===== src/rtl/ql_mem_pkg.sv =====
// Shared types and defaults for the SDRAM port arbiter between the 68008 bus and the ioctl loader.
package ql_mem_pkg;

    typedef enum logic [1:0] {
        IDLE   = 2'd0,
        CPU_RD = 2'd1,
        CPU_WR = 2'd2,
        LD_WR  = 2'd3
    } state_t;

    localparam logic [23:0] LD_BASE_DEF     = 24'h010000;
    localparam int unsigned LD_MAX_SKIP_DEF = 4;
    localparam int unsigned RD_LAT_DEF      = 6;
    localparam logic [8:0]  VRAM_PAGE_DEF   = 9'd2;

    typedef struct packed {
        logic [23:0] addr;
        logic [15:0] data;
        logic [1:0]  ds;
        logic        we;
    } mem_req_t;

    function automatic logic in_page(input logic [23:0] addr, input logic [8:0] page);
        return addr[23:15] == page;
    endfunction

endpackage


===== src/rtl/ql_ram_arbiter_if.sv =====
// CPU, loader and SDRAM-side signals of the RAM arbiter; slave is the arbiter view.
interface ql_ram_arbiter_if;

    logic        slot;
    logic        cpu_rd;
    logic        cpu_wr;
    logic [23:0] cpu_addr;
    logic [15:0] cpu_din;
    logic [1:0]  cpu_ds;
    logic [15:0] cpu_dout;
    logic        cpu_stall;
    logic        ld_wr;
    logic [23:0] ld_addr;
    logic [15:0] ld_data;
    logic        ld_wait;
    logic [23:0] sdram_addr;
    logic [15:0] sdram_din;
    logic        sdram_we;
    logic        sdram_oe;
    logic [1:0]  sdram_ds;
    logic [15:0] sdram_dout;
    logic        vram_we;

    modport slave (
        input  slot, cpu_rd, cpu_wr, cpu_addr, cpu_din, cpu_ds,
        input  ld_wr, ld_addr, ld_data, sdram_dout,
        output cpu_dout, cpu_stall, ld_wait,
        output sdram_addr, sdram_din, sdram_we, sdram_oe, sdram_ds, vram_we
    );

    modport master (
        output slot, cpu_rd, cpu_wr, cpu_addr, cpu_din, cpu_ds,
        output ld_wr, ld_addr, ld_data, sdram_dout,
        input  cpu_dout, cpu_stall, ld_wait,
        input  sdram_addr, sdram_din, sdram_we, sdram_oe, sdram_ds, vram_we
    );

endinterface


===== src/rtl/ql_ld_buffer.sv =====
// One-entry holding register for loader words; full doubles as the ioctl_wait throttle.
module ql_ld_buffer
    import ql_mem_pkg::*;
#(
    parameter logic [23:0] LD_BASE = LD_BASE_DEF
) (
    input  logic        clk,
    input  logic        reset,
    input  logic        ld_wr,
    input  logic [23:0] ld_addr,
    input  logic [15:0] ld_data,
    input  logic        take,
    output logic        full,
    output mem_req_t    entry
);

    // A write arriving while full is dropped, including on the edge that drains the entry.
    always_ff @(posedge clk) begin
        if (reset) begin
            full  <= 1'b0;
            entry <= '0;
        end else if (take) begin
            full <= 1'b0;
        end else if (ld_wr && !full) begin
            full  <= 1'b1;
            entry <= '{addr: LD_BASE + ld_addr, data: ld_data, ds: 2'b11, we: 1'b1};
        end
    end

endmodule


===== src/rtl/ql_ram_arbiter.sv =====
// Sequences one SDRAM access per slot between the CPU and the loader, stalls the CPU when it
// loses a slot or waits for read data, and mirrors screen-window writes to VRAM.
module ql_ram_arbiter
    import ql_mem_pkg::*;
#(
    parameter logic [23:0] LD_BASE     = LD_BASE_DEF,
    parameter int unsigned LD_MAX_SKIP = LD_MAX_SKIP_DEF,
    parameter int unsigned RD_LAT      = RD_LAT_DEF,
    parameter logic [8:0]  VRAM_PAGE   = VRAM_PAGE_DEF
) (
    input  logic            clk_sys,
    input  logic            reset,
    ql_ram_arbiter_if.slave bus
);

    localparam int unsigned SKIP_W = $clog2(LD_MAX_SKIP + 1);
    localparam int unsigned CNT_W  = $clog2(RD_LAT + 1);
    localparam logic [SKIP_W-1:0] SKIP_MAX = SKIP_W'(LD_MAX_SKIP);

    state_t            state;
    state_t            grant;
    logic [SKIP_W-1:0] skip;
    logic [CNT_W-1:0]  rd_cnt;
    logic              rd_busy;
    logic              stall;
    logic              vram_we;
    logic              oe;
    logic              next_oe;
    logic [15:0]       cpu_dout;
    mem_req_t          cmd;
    mem_req_t          next_cmd;
    logic              ld_full;
    logic              take;
    mem_req_t          ld_entry;

    ql_ld_buffer #(.LD_BASE(LD_BASE)) u_ld_buffer (
        .clk     (clk_sys),
        .reset   (reset),
        .ld_wr   (bus.ld_wr),
        .ld_addr (bus.ld_addr),
        .ld_data (bus.ld_data),
        .take    (take),
        .full    (ld_full),
        .entry   (ld_entry)
    );

    // The loader pre-empts the CPU only once it has lost LD_MAX_SKIP slots in a row.
    always_comb begin
        grant = IDLE;
        if (ld_full && skip == SKIP_MAX) grant = LD_WR;
        else if (bus.cpu_rd)             grant = CPU_RD;
        else if (bus.cpu_wr)             grant = CPU_WR;
        else if (ld_full)                grant = LD_WR;
    end

    always_comb begin
        next_cmd = '0;
        next_oe  = 1'b0;
        unique case (grant)
            CPU_RD: begin
                next_oe       = 1'b1;
                next_cmd.addr = bus.cpu_addr;
                next_cmd.ds   = bus.cpu_ds;
            end
            CPU_WR:  next_cmd = '{addr: bus.cpu_addr, data: bus.cpu_din, ds: bus.cpu_ds, we: 1'b1};
            LD_WR:   next_cmd = ld_entry;
            default: ;
        endcase
    end

    assign take = bus.slot && (grant == LD_WR);

    always_ff @(posedge clk_sys) begin
        if (reset) begin
            state    <= IDLE;
            skip     <= '0;
            rd_cnt   <= '0;
            rd_busy  <= 1'b0;
            stall    <= 1'b0;
            vram_we  <= 1'b0;
            oe       <= 1'b0;
            cmd      <= '0;
            cpu_dout <= '1;
        end else begin
            vram_we <= 1'b0;
            if (state == CPU_RD && rd_busy) begin
                if (rd_cnt == '0) begin
                    cpu_dout <= bus.sdram_dout;
                    rd_busy  <= 1'b0;
                    stall    <= 1'b0;
                end else begin
                    rd_cnt <= rd_cnt - 1'b1;
                end
            end
            if (bus.slot) begin
                state   <= grant;
                cmd     <= next_cmd;
                oe      <= next_oe;
                vram_we <= next_cmd.we && in_page(next_cmd.addr, VRAM_PAGE);
                unique case (grant)
                    CPU_RD:  stall <= 1'b1;
                    CPU_WR:  stall <= 1'b0;
                    default: stall <= bus.cpu_rd || bus.cpu_wr;
                endcase
                if (grant == CPU_RD) begin
                    rd_busy <= 1'b1;
                    rd_cnt  <= CNT_W'(RD_LAT - 1);
                end else begin
                    rd_busy <= 1'b0;
                end
                if (grant == LD_WR)
                    skip <= '0;
                else if (ld_full && (grant == CPU_RD || grant == CPU_WR) && skip != SKIP_MAX)
                    skip <= skip + 1'b1;
            end
        end
    end

    assign bus.sdram_addr = cmd.addr;
    assign bus.sdram_din  = cmd.data;
    assign bus.sdram_we   = cmd.we;
    assign bus.sdram_ds   = cmd.ds;
    assign bus.sdram_oe   = oe;
    assign bus.cpu_dout   = cpu_dout;
    assign bus.cpu_stall  = stall;
    assign bus.vram_we    = vram_we;
    assign bus.ld_wait    = ld_full;

endmodule


===== src/flat_wrapper.sv =====
// flat-port wrapper written by rule: the top's interface ports become plain ports
module ql_ram_arbiter_flat import ql_mem_pkg::*;
#(
    parameter logic [23:0] LD_BASE     = LD_BASE_DEF,
    parameter int unsigned LD_MAX_SKIP = LD_MAX_SKIP_DEF,
    parameter int unsigned RD_LAT      = RD_LAT_DEF,
    parameter logic [8:0]  VRAM_PAGE   = VRAM_PAGE_DEF
)
  (clk_sys, reset, bus_slot, bus_cpu_rd, bus_cpu_wr, bus_cpu_addr, bus_cpu_din, bus_cpu_ds, bus_ld_wr, bus_ld_addr, bus_ld_data, bus_sdram_dout, bus_cpu_dout, bus_cpu_stall, bus_ld_wait, bus_sdram_addr, bus_sdram_din, bus_sdram_we, bus_sdram_oe, bus_sdram_ds, bus_vram_we);
  ql_ram_arbiter_if bus_i ();
  input  logic clk_sys;
  input  logic reset;
  input wire logic [$bits(bus_i.slot)-1:0] bus_slot;
  input wire logic [$bits(bus_i.cpu_rd)-1:0] bus_cpu_rd;
  input wire logic [$bits(bus_i.cpu_wr)-1:0] bus_cpu_wr;
  input wire logic [$bits(bus_i.cpu_addr)-1:0] bus_cpu_addr;
  input wire logic [$bits(bus_i.cpu_din)-1:0] bus_cpu_din;
  input wire logic [$bits(bus_i.cpu_ds)-1:0] bus_cpu_ds;
  input wire logic [$bits(bus_i.ld_wr)-1:0] bus_ld_wr;
  input wire logic [$bits(bus_i.ld_addr)-1:0] bus_ld_addr;
  input wire logic [$bits(bus_i.ld_data)-1:0] bus_ld_data;
  input wire logic [$bits(bus_i.sdram_dout)-1:0] bus_sdram_dout;
  output wire logic [$bits(bus_i.cpu_dout)-1:0] bus_cpu_dout;
  output wire logic [$bits(bus_i.cpu_stall)-1:0] bus_cpu_stall;
  output wire logic [$bits(bus_i.ld_wait)-1:0] bus_ld_wait;
  output wire logic [$bits(bus_i.sdram_addr)-1:0] bus_sdram_addr;
  output wire logic [$bits(bus_i.sdram_din)-1:0] bus_sdram_din;
  output wire logic [$bits(bus_i.sdram_we)-1:0] bus_sdram_we;
  output wire logic [$bits(bus_i.sdram_oe)-1:0] bus_sdram_oe;
  output wire logic [$bits(bus_i.sdram_ds)-1:0] bus_sdram_ds;
  output wire logic [$bits(bus_i.vram_we)-1:0] bus_vram_we;
  assign bus_i.slot = bus_slot;
  assign bus_i.cpu_rd = bus_cpu_rd;
  assign bus_i.cpu_wr = bus_cpu_wr;
  assign bus_i.cpu_addr = bus_cpu_addr;
  assign bus_i.cpu_din = bus_cpu_din;
  assign bus_i.cpu_ds = bus_cpu_ds;
  assign bus_i.ld_wr = bus_ld_wr;
  assign bus_i.ld_addr = bus_ld_addr;
  assign bus_i.ld_data = bus_ld_data;
  assign bus_i.sdram_dout = bus_sdram_dout;
  assign bus_cpu_dout = bus_i.cpu_dout;
  assign bus_cpu_stall = bus_i.cpu_stall;
  assign bus_ld_wait = bus_i.ld_wait;
  assign bus_sdram_addr = bus_i.sdram_addr;
  assign bus_sdram_din = bus_i.sdram_din;
  assign bus_sdram_we = bus_i.sdram_we;
  assign bus_sdram_oe = bus_i.sdram_oe;
  assign bus_sdram_ds = bus_i.sdram_ds;
  assign bus_vram_we = bus_i.vram_we;
  ql_ram_arbiter #(.LD_BASE(LD_BASE), .LD_MAX_SKIP(LD_MAX_SKIP), .RD_LAT(RD_LAT), .VRAM_PAGE(VRAM_PAGE)) u_core (.clk_sys(clk_sys), .reset(reset), .bus(bus_i));
endmodule

===== config.mk =====
export PLATFORM = sky130hd
export DESIGN_NAME = ql_ram_arbiter_flat
export DESIGN_NICKNAME = d
export VERILOG_FILES = /design/src/rtl/ql_mem_pkg.sv /design/src/rtl/ql_ram_arbiter_if.sv /design/src/rtl/ql_ld_buffer.sv /design/src/rtl/ql_ram_arbiter.sv /design/src/flat_wrapper.sv
export SDC_FILE = /design/constraint.sdc
export NUM_CORES = 1
export LEC_CHECK = 0
export CORE_MARGIN = 2
export CORE_UTILIZATION = 49
export DETAILED_ROUTE_END_ITERATION = 8
export GPL_ROUTABILITY_DRIVEN = 1
export GPL_TIMING_DRIVEN = 0
export PLACE_DENSITY = 0.93
export SLEW_MARGIN = 20
export SYNTH_ARGS = -nofsm -noshare
export SYNTH_HDL_FRONTEND = slang
export SYNTH_HIERARCHICAL = 1
export SYNTH_SLANG_ARGS = --single-unit

===== constraint.sdc =====
create_clock -name clk_sys -period 5.17 [get_ports clk_sys]
set_clock_uncertainty 0.2 [all_clocks]
set_input_delay 1.034 -clock clk_sys [delete_from_list [all_inputs] [get_ports clk_sys]]
set_output_delay 1.034 -clock clk_sys [all_outputs]
set_load 0.005 [all_outputs]

After elaboration in Yosys (flattened, before gate mapping)
Index checks and enable logic that the tools add are counted.
{"block": "word_totals", "regBits": 114, "in_bits": 104, "output_inout_bits": 63, "word_cells": 70}
{"block": "op_classes", "add_sub_neg": 3, "eq_ne": 7, "mux": 20, "bitwise_logic": 2, "n_reduce_logical": 21}
{"cell": "one-hot mux 24 bit (2 select lines)", "count": 1}
{"cell": "one-hot mux 16 bit (2 select lines)", "count": 1}
{"cell": "adder 17 x 24 -> 24 bit (first input constant)", "count": 1}
{"cell": "two-way mux 3 bit", "count": 6}
{"cell": "== test 9 x 2 -> 1 bit (second input constant)", "count": 1}
{"cell": "two-way mux 2 bit", "count": 4}
{"cell": "AND reduction 2 bit", "count": 4}
{"cell": "logical AND 1 bit", "count": 7}
{"cell": "nonzero test 2 bit", "count": 3}
{"cell": "OR reduction 2 bit", "count": 3}
{"cell": "two-way mux 1 bit", "count": 5}
{"cell": "== test 2 x 1 -> 1 bit (second input constant)", "count": 2}
{"cell": "== test 2 bit (second input constant)", "count": 2}
{"cell": "one-hot mux 1 bit (2 select lines)", "count": 2}
{"cell": "one-hot mux 2 bit (2 select lines)", "count": 1}
{"cell": "adder 3 x 1 -> 3 bit (second input constant)", "count": 1}
{"cell": "== test 3 bit (second input constant)", "count": 1}
{"cell": "logical NOT 3 bit", "count": 1}
{"cell": "inequality test 3 bit (second input constant)", "count": 1}
{"cell": "subtractor 3 x 1 -> 3 bit (second input constant)", "count": 1}
{"cell": "logical OR 1 bit", "count": 2}
{"cell": "NOT 1 bit", "count": 2}
{"cell": "logical NOT 1 bit", "count": 1}

Logic depth before layout (Yosys ltp)
{"block": "depth", "ltp_word": 10, "mapped_depth": 16, "depth_no_buf": 12}

Modules after synthesis
The synthesis kept the hierarchy.
{"mod": "ql_ram_arbiter", "instances": 1, "cells_each": 374, "area_each_um2": 3193.1, "seq_area_each_um2": 1421.4}
{"mod": "ql_ld_buffer", "instances": 1, "cells_each": 193, "area_each_um2": 1567.8, "seq_area_each_um2": 840.8}

Worst setup path before layout
No wires, ideal clock.
{"block": "synth_timing", "path_kind": "input to register", "start": "input port bus_cpu_wr", "end": "register u_core/u_ld_buffer/entry[18] (netlist bit)", "setup_time_ps": 132, "arrival_ps": 2873, "t_required_ps": 4838, "path_slack_ps": 1964, "stages": 13, "n_path_buf": 4, "path_cell_list": "nor2b_1 a21oi_1 inv_1 ha_1 buf_2 buf_2 nand2_1 inv_1 or3b_1 clkbuf_1 buf_2 nand2_1 a21oi_1"}
{"block": "synth_via", "elab_chain_cells": 7}
{"element": "start: declaration", "line": "flat_wrapper.sv:15", "source": "input wire logic [$bits(bus_i.cpu_wr)-1:0] bus_cpu_wr;"}
{"element": "two-way mux 2 bit", "line": "ql_ram_arbiter.sv:52", "source": "else if (bus.cpu_wr) grant = CPU_WR;"}
{"element": "two-way mux 2 bit", "line": "ql_ram_arbiter.sv:51", "source": "else if (bus.cpu_rd) grant = CPU_RD;"}
{"element": "two-way mux 2 bit", "line": "ql_ram_arbiter.sv:50", "source": "if (ld_full && skip == SKIP_MAX) grant = LD_WR;"}
{"element": "net u_core.grant[1]", "line": "ql_ram_arbiter.sv:21", "source": "state_t grant;"}
{"element": "== test 2 bit", "line": "ql_ram_arbiter.sv:71", "source": "assign take = bus.slot && (grant == LD_WR);"}
{"element": "logical AND 1 bit", "line": "ql_ram_arbiter.sv:71"}
{"element": "net u_core.take", "line": "ql_ram_arbiter.sv:33", "source": "logic take;"}
{"element": "NOT 1 bit (no line)"}
{"element": "AND reduction 2 bit (no line)"}
{"element": "end signal: assignment", "line": "ql_ld_buffer.sv:26", "source": "entry <= '{addr: LD_BASE + ld_addr, data: ld_data, ds: 2'b11, we: 1'b1};"}
{"element": "end: declaration", "line": "ql_ld_buffer.sv:14", "source": "output mem_req_t entry"}
The timed path passes the listed nets, and every way through them passes these cells.
A chain may end at the register's enable or synchronous reset.

Final worst setup path
{"block": "layout_timing", "start": "input port bus_cpu_wr", "end": "register u_core/u_ld_buffer/entry[16] (netlist bit)"}
Same word-level chain as after synthesis.

==> flow_summary.ini <==
[floorplanning]
io_pins = 167
fp.dieW_um = 102.6
die_area_mm2 = 0.01052
fp.dieH_um = 102.6
coreArea_mm2 = 0.009328
initial_core_util_pct = 51.04
rows = 35

[timing]
fin_crit_sh_pct = 72.33
hold-worst-slack_ns = 0.2541
drv_slew = 0
timing.fmax_mhz = 267.4
max-slew-margin-rel_pct = 63.82
setup_slack_ns = 1.431
period_minus_slack_ns = 3.739
tns_ns = 0
setup_viol = 0
worst_pin_slew_ns = 0.5427
rsz0062_at_grt = false
final_hold_viol_count = 0

[detailed_routing]
vias_per_cell = 5.415
dr.pass1.iters = 5
avgRoutedWirePerCell_um = 17.12
wirelength_um = 15270
vias = 4830
ant_nets = 0
drtIter0Drc = 240
drc = 0

[logic_synthesis]
ys_ff_latch = 113
ys_warn_count = 6
syn-num-nets = 680
syn_inst = 567
avgSynthCellArea_um2 = 8.397
syn_area_mm2 = 0.004761
synth.distinct_cells = 38
seq_area_frac_synth_pct = 47.52

[power_and_ir_drop]
cellPowerDensity_mw_per_mm2 = 344.4
switching_share_pct = 24.85
power.internal_mw = 1.853
pwr-share-clk_pct = 46.9
irDropWorstVdd_mv = 0.2600
p_sw_mw = 0.6124
combPwrFrac_pct = 14.5
cellLeakagePower_nw = 2.783
power.total_mw = 2.465
pwr-share-seq_pct = 38.5

[min_path]
min_from = u_core/u_ld_buffer/entry[28]$_SDFFE_PP0P_
hold_class = flip-flop to flip-flop
hold_path_depth = 2
holdPathEnd = u_core/u_ld_buffer/entry[28]$_SDFFE_PP0P_

[finish]
fin_cells = 892
final_common_cell = clkdlybuf4s50_1
area_delta_synth_final_pct = 50.33
drive_gt1_share_pct = 8.126
final_area_mm2 = 0.007157
final_util_pct = 76.73
layout_common_cells = clkdlybuf4s50_1 (164), dfxtp_1 (113), nand2_1 (111), a21oi_1 (69), nor2_1 (54)
final_net_count = 863
n_antenna_cell = 0
fillers = 631

[place]
gp_congestion = 0.8710
numPlacedInstances = 860
dp_hpwl_um = 11090
place.port_buffers = 164
placed_area_mm2 = 0.006564
post-place-ws_ns = 1.013

[worst_setup_path]
crit_chain = clkdlybuf4s50_1 -> nand2_1 -> a21oi_1 -> inv_1 -> ha_1 -> buf_2 -> buf_2 -> nand2_1 -> inv_1 -> or3b_1 -> clkbuf_1 -> buf_2 -> nand2_1 -> a21oi_1
path_class = input pin to flip-flop
critPathLaunchType = input pin
r2r-start = u_core/skip[0]$_SDFFE_PP0P_
critical_path.max_stage_delay_ns = 0.50
crit_required_ns = 5.34
crit_fanout = 10
rr_worst_depth = 16
endpoint_kind = flip-flop
crit_buf_inv = 7
crit_path_top_delay_cell = clkdlybuf4s50_1
rrSetupSlack_ns = 1.70
cp.arrival_ns = 3.91
path_delay_family = buffers and inverters
r2r-end = u_core/u_ld_buffer/entry[16]$_SDFFE_PP0P_

[clock_network]
worst_skew_pair.late_latency_ns = 0.51
cts_buffers = 17
htreeDepth = 4
clk_path_buf_depth = 2
cts.clk_slew.worst_paths_ns = 0.05
cts_tree = yes
clkSinkCount = 113
post_cts_resized = 0
cts_setup_buffers = 0
holdBufCountCts = 0
root_buffer = clkbuf_8

[run_status]
status = complete, no violations

[global_routing]
grt_usage_pct = 29.81
grt_pass1_vias = 4993
grt_pass1_wl_um = 23960
antenna_found_initial = 0
grt_max_degree = 17
grt_overflow = 0

[run]
maxCapViolations = 0
flip-flops by register name, indices dropped and copies added, names as in the netlist:
signal / flops
u_core/bus.cpu_stall: 1
u_core/bus.sdram_we: 1
u_core/bus.cpu_dout: 16
u_core/rd_busy: 1
u_core/rd_cnt: 3
u_core/bus.sdram_ds: 2
u_core/bus.sdram_din: 16
u_core/skip: 3
u_core/bus.sdram_oe: 1
u_core/state: 2
u_core/u_ld_buffer/entry: 41
u_core/bus.vram_we: 1
u_core/u_ld_buffer/full: 1
u_core/bus.sdram_addr: 24
kinds of logic after synthesis:
| kind of cell | synth area share [%] |
|---|---|
| compound gates | 18.66 |
| xor+xnor | 0.9200 |
| fa+ha+maj | 2.365 |
| buf+inv | 5.204 |
| flops | 47.52 |
| mux | 1.078 |
| simple gates | 24.26 |
layout make-up:
type | instances | area [µm²] | area share (%)
plain buffers | 46 | 217.7 | 3.042
clock buffers | 18 | 427.9 | 5.979
clock inverters | 14 | 165.2 | 2.308
inverters | 8 | 30.03 | 0.4196
multi-input cells | 400 | 2251 | 31.45
flip-flops and latches | 113 | 2262 | 31.61
well taps | 129 | 161.4 | 2.255
repair buffers | 164 | 1642 | 22.94
Yosys cell counts:
cell type / count / area share (%)
nand2b_1: 9 / 1.2
and4b_1: 1 / 0.21
a22o_1: 20 / 3.7
o21ai_0: 3 / 0.32
and2b_1: 2 / 0.32
nand4_1: 2 / 0.26
a211oi_1: 23 / 3.6
nor2_1: 54 / 4.3
a22oi_1: 18 / 2.8
nand3b_1: 18 / 2.8
xor2_1: 3 / 0.55
nand2_1: 111 / 8.8
mux2i_1: 4 / 0.84
o211ai_1: 1 / 0.16
o21ai_1: 1 / 0.11
inv_1: 7 / 0.55
dfxtp_1: 113 / 48
a21oi_1: 69 / 7.3
inv_2: 1 / 0.079
and2_1: 2 / 0.26
nor3_1: 3 / 0.32
a311oi_1: 2 / 0.37
ha_1: 9 / 2.4
and3b_1: 1 / 0.18
nor4_1: 1 / 0.13
clkbuf_1: 21 / 1.7
or3b_1: 2 / 0.37
nand3_2: 2 / 0.42
mux2_1: 1 / 0.24
nor2b_1: 24 / 3.2
buf_4: 6 / 0.95
buf_2: 18 / 1.9
xnor2_1: 2 / 0.37
a311oi_2: 1 / 0.32
nor3b_2: 2 / 0.53
nand3_1: 4 / 0.42
buf_1: 1 / 0.079
or3_1: 5 / 0.66
worst reg2reg max path: cells and delay by family (launching register included):
| kind | cells | cell delay, ns |
|---|---|---|
| buffers and inverters | 7 | 1.17 |
| and+or+nand+nor | 5 | 0.82 |
| adders and majority gates | 2 | 0.41 |
| AOI/OAI and AO/OA | 2 | 0.39 |
| DFF | 1 | 0.37 |
power groups by stage:
stage               registers, mW  clock network (mW)  logic, mW
finish                      0.950                1.16      0.358
global route                0.955                1.21      0.387
CTS                         0.949                1.17      0.354
detailed placement          0.966                   0      0.348
global placement            0.964                   0      0.338
floorplan                   0.962                   0      0.169
layer usage:
layer	part of all wire [%]	wire length, µm	global-route usage [%]
met3	9.8	1489	9.559
met5	0	0	0
met1	38	5815	32.48
met4	2.1	323	14.05
met2	50	7643	52.54
worst max path at each step:
stage | to | slack (ns) | start | depth (start not counted)
6_report | u_core/u_ld_buffer/entry[16]$_SDFFE_PP0P_ | 1.43 | bus_cpu_wr | 14
5_1_grt | u_core/u_ld_buffer/entry[16]$_SDFFE_PP0P_ | 1.29 | bus_cpu_rd | 14
4_1_cts | u_core/u_ld_buffer/entry[16]$_SDFFE_PP0P_ | 1.48 | bus_cpu_wr | 14
3_5_place_dp | u_core/u_ld_buffer/entry[10]$_SDFFE_PP0P_ | 1.01 | bus_cpu_wr | 14
3_3_place_gp | u_core/u_ld_buffer/entry[23]$_SDFFE_PP0P_ | 1.09 | bus_cpu_rd | 14
2_1_floorplan | u_core/u_ld_buffer/entry[18]$_SDFFE_PP0P_ | 1.96 | bus_cpu_wr | 13
Power figures use the tool's default switching activity.
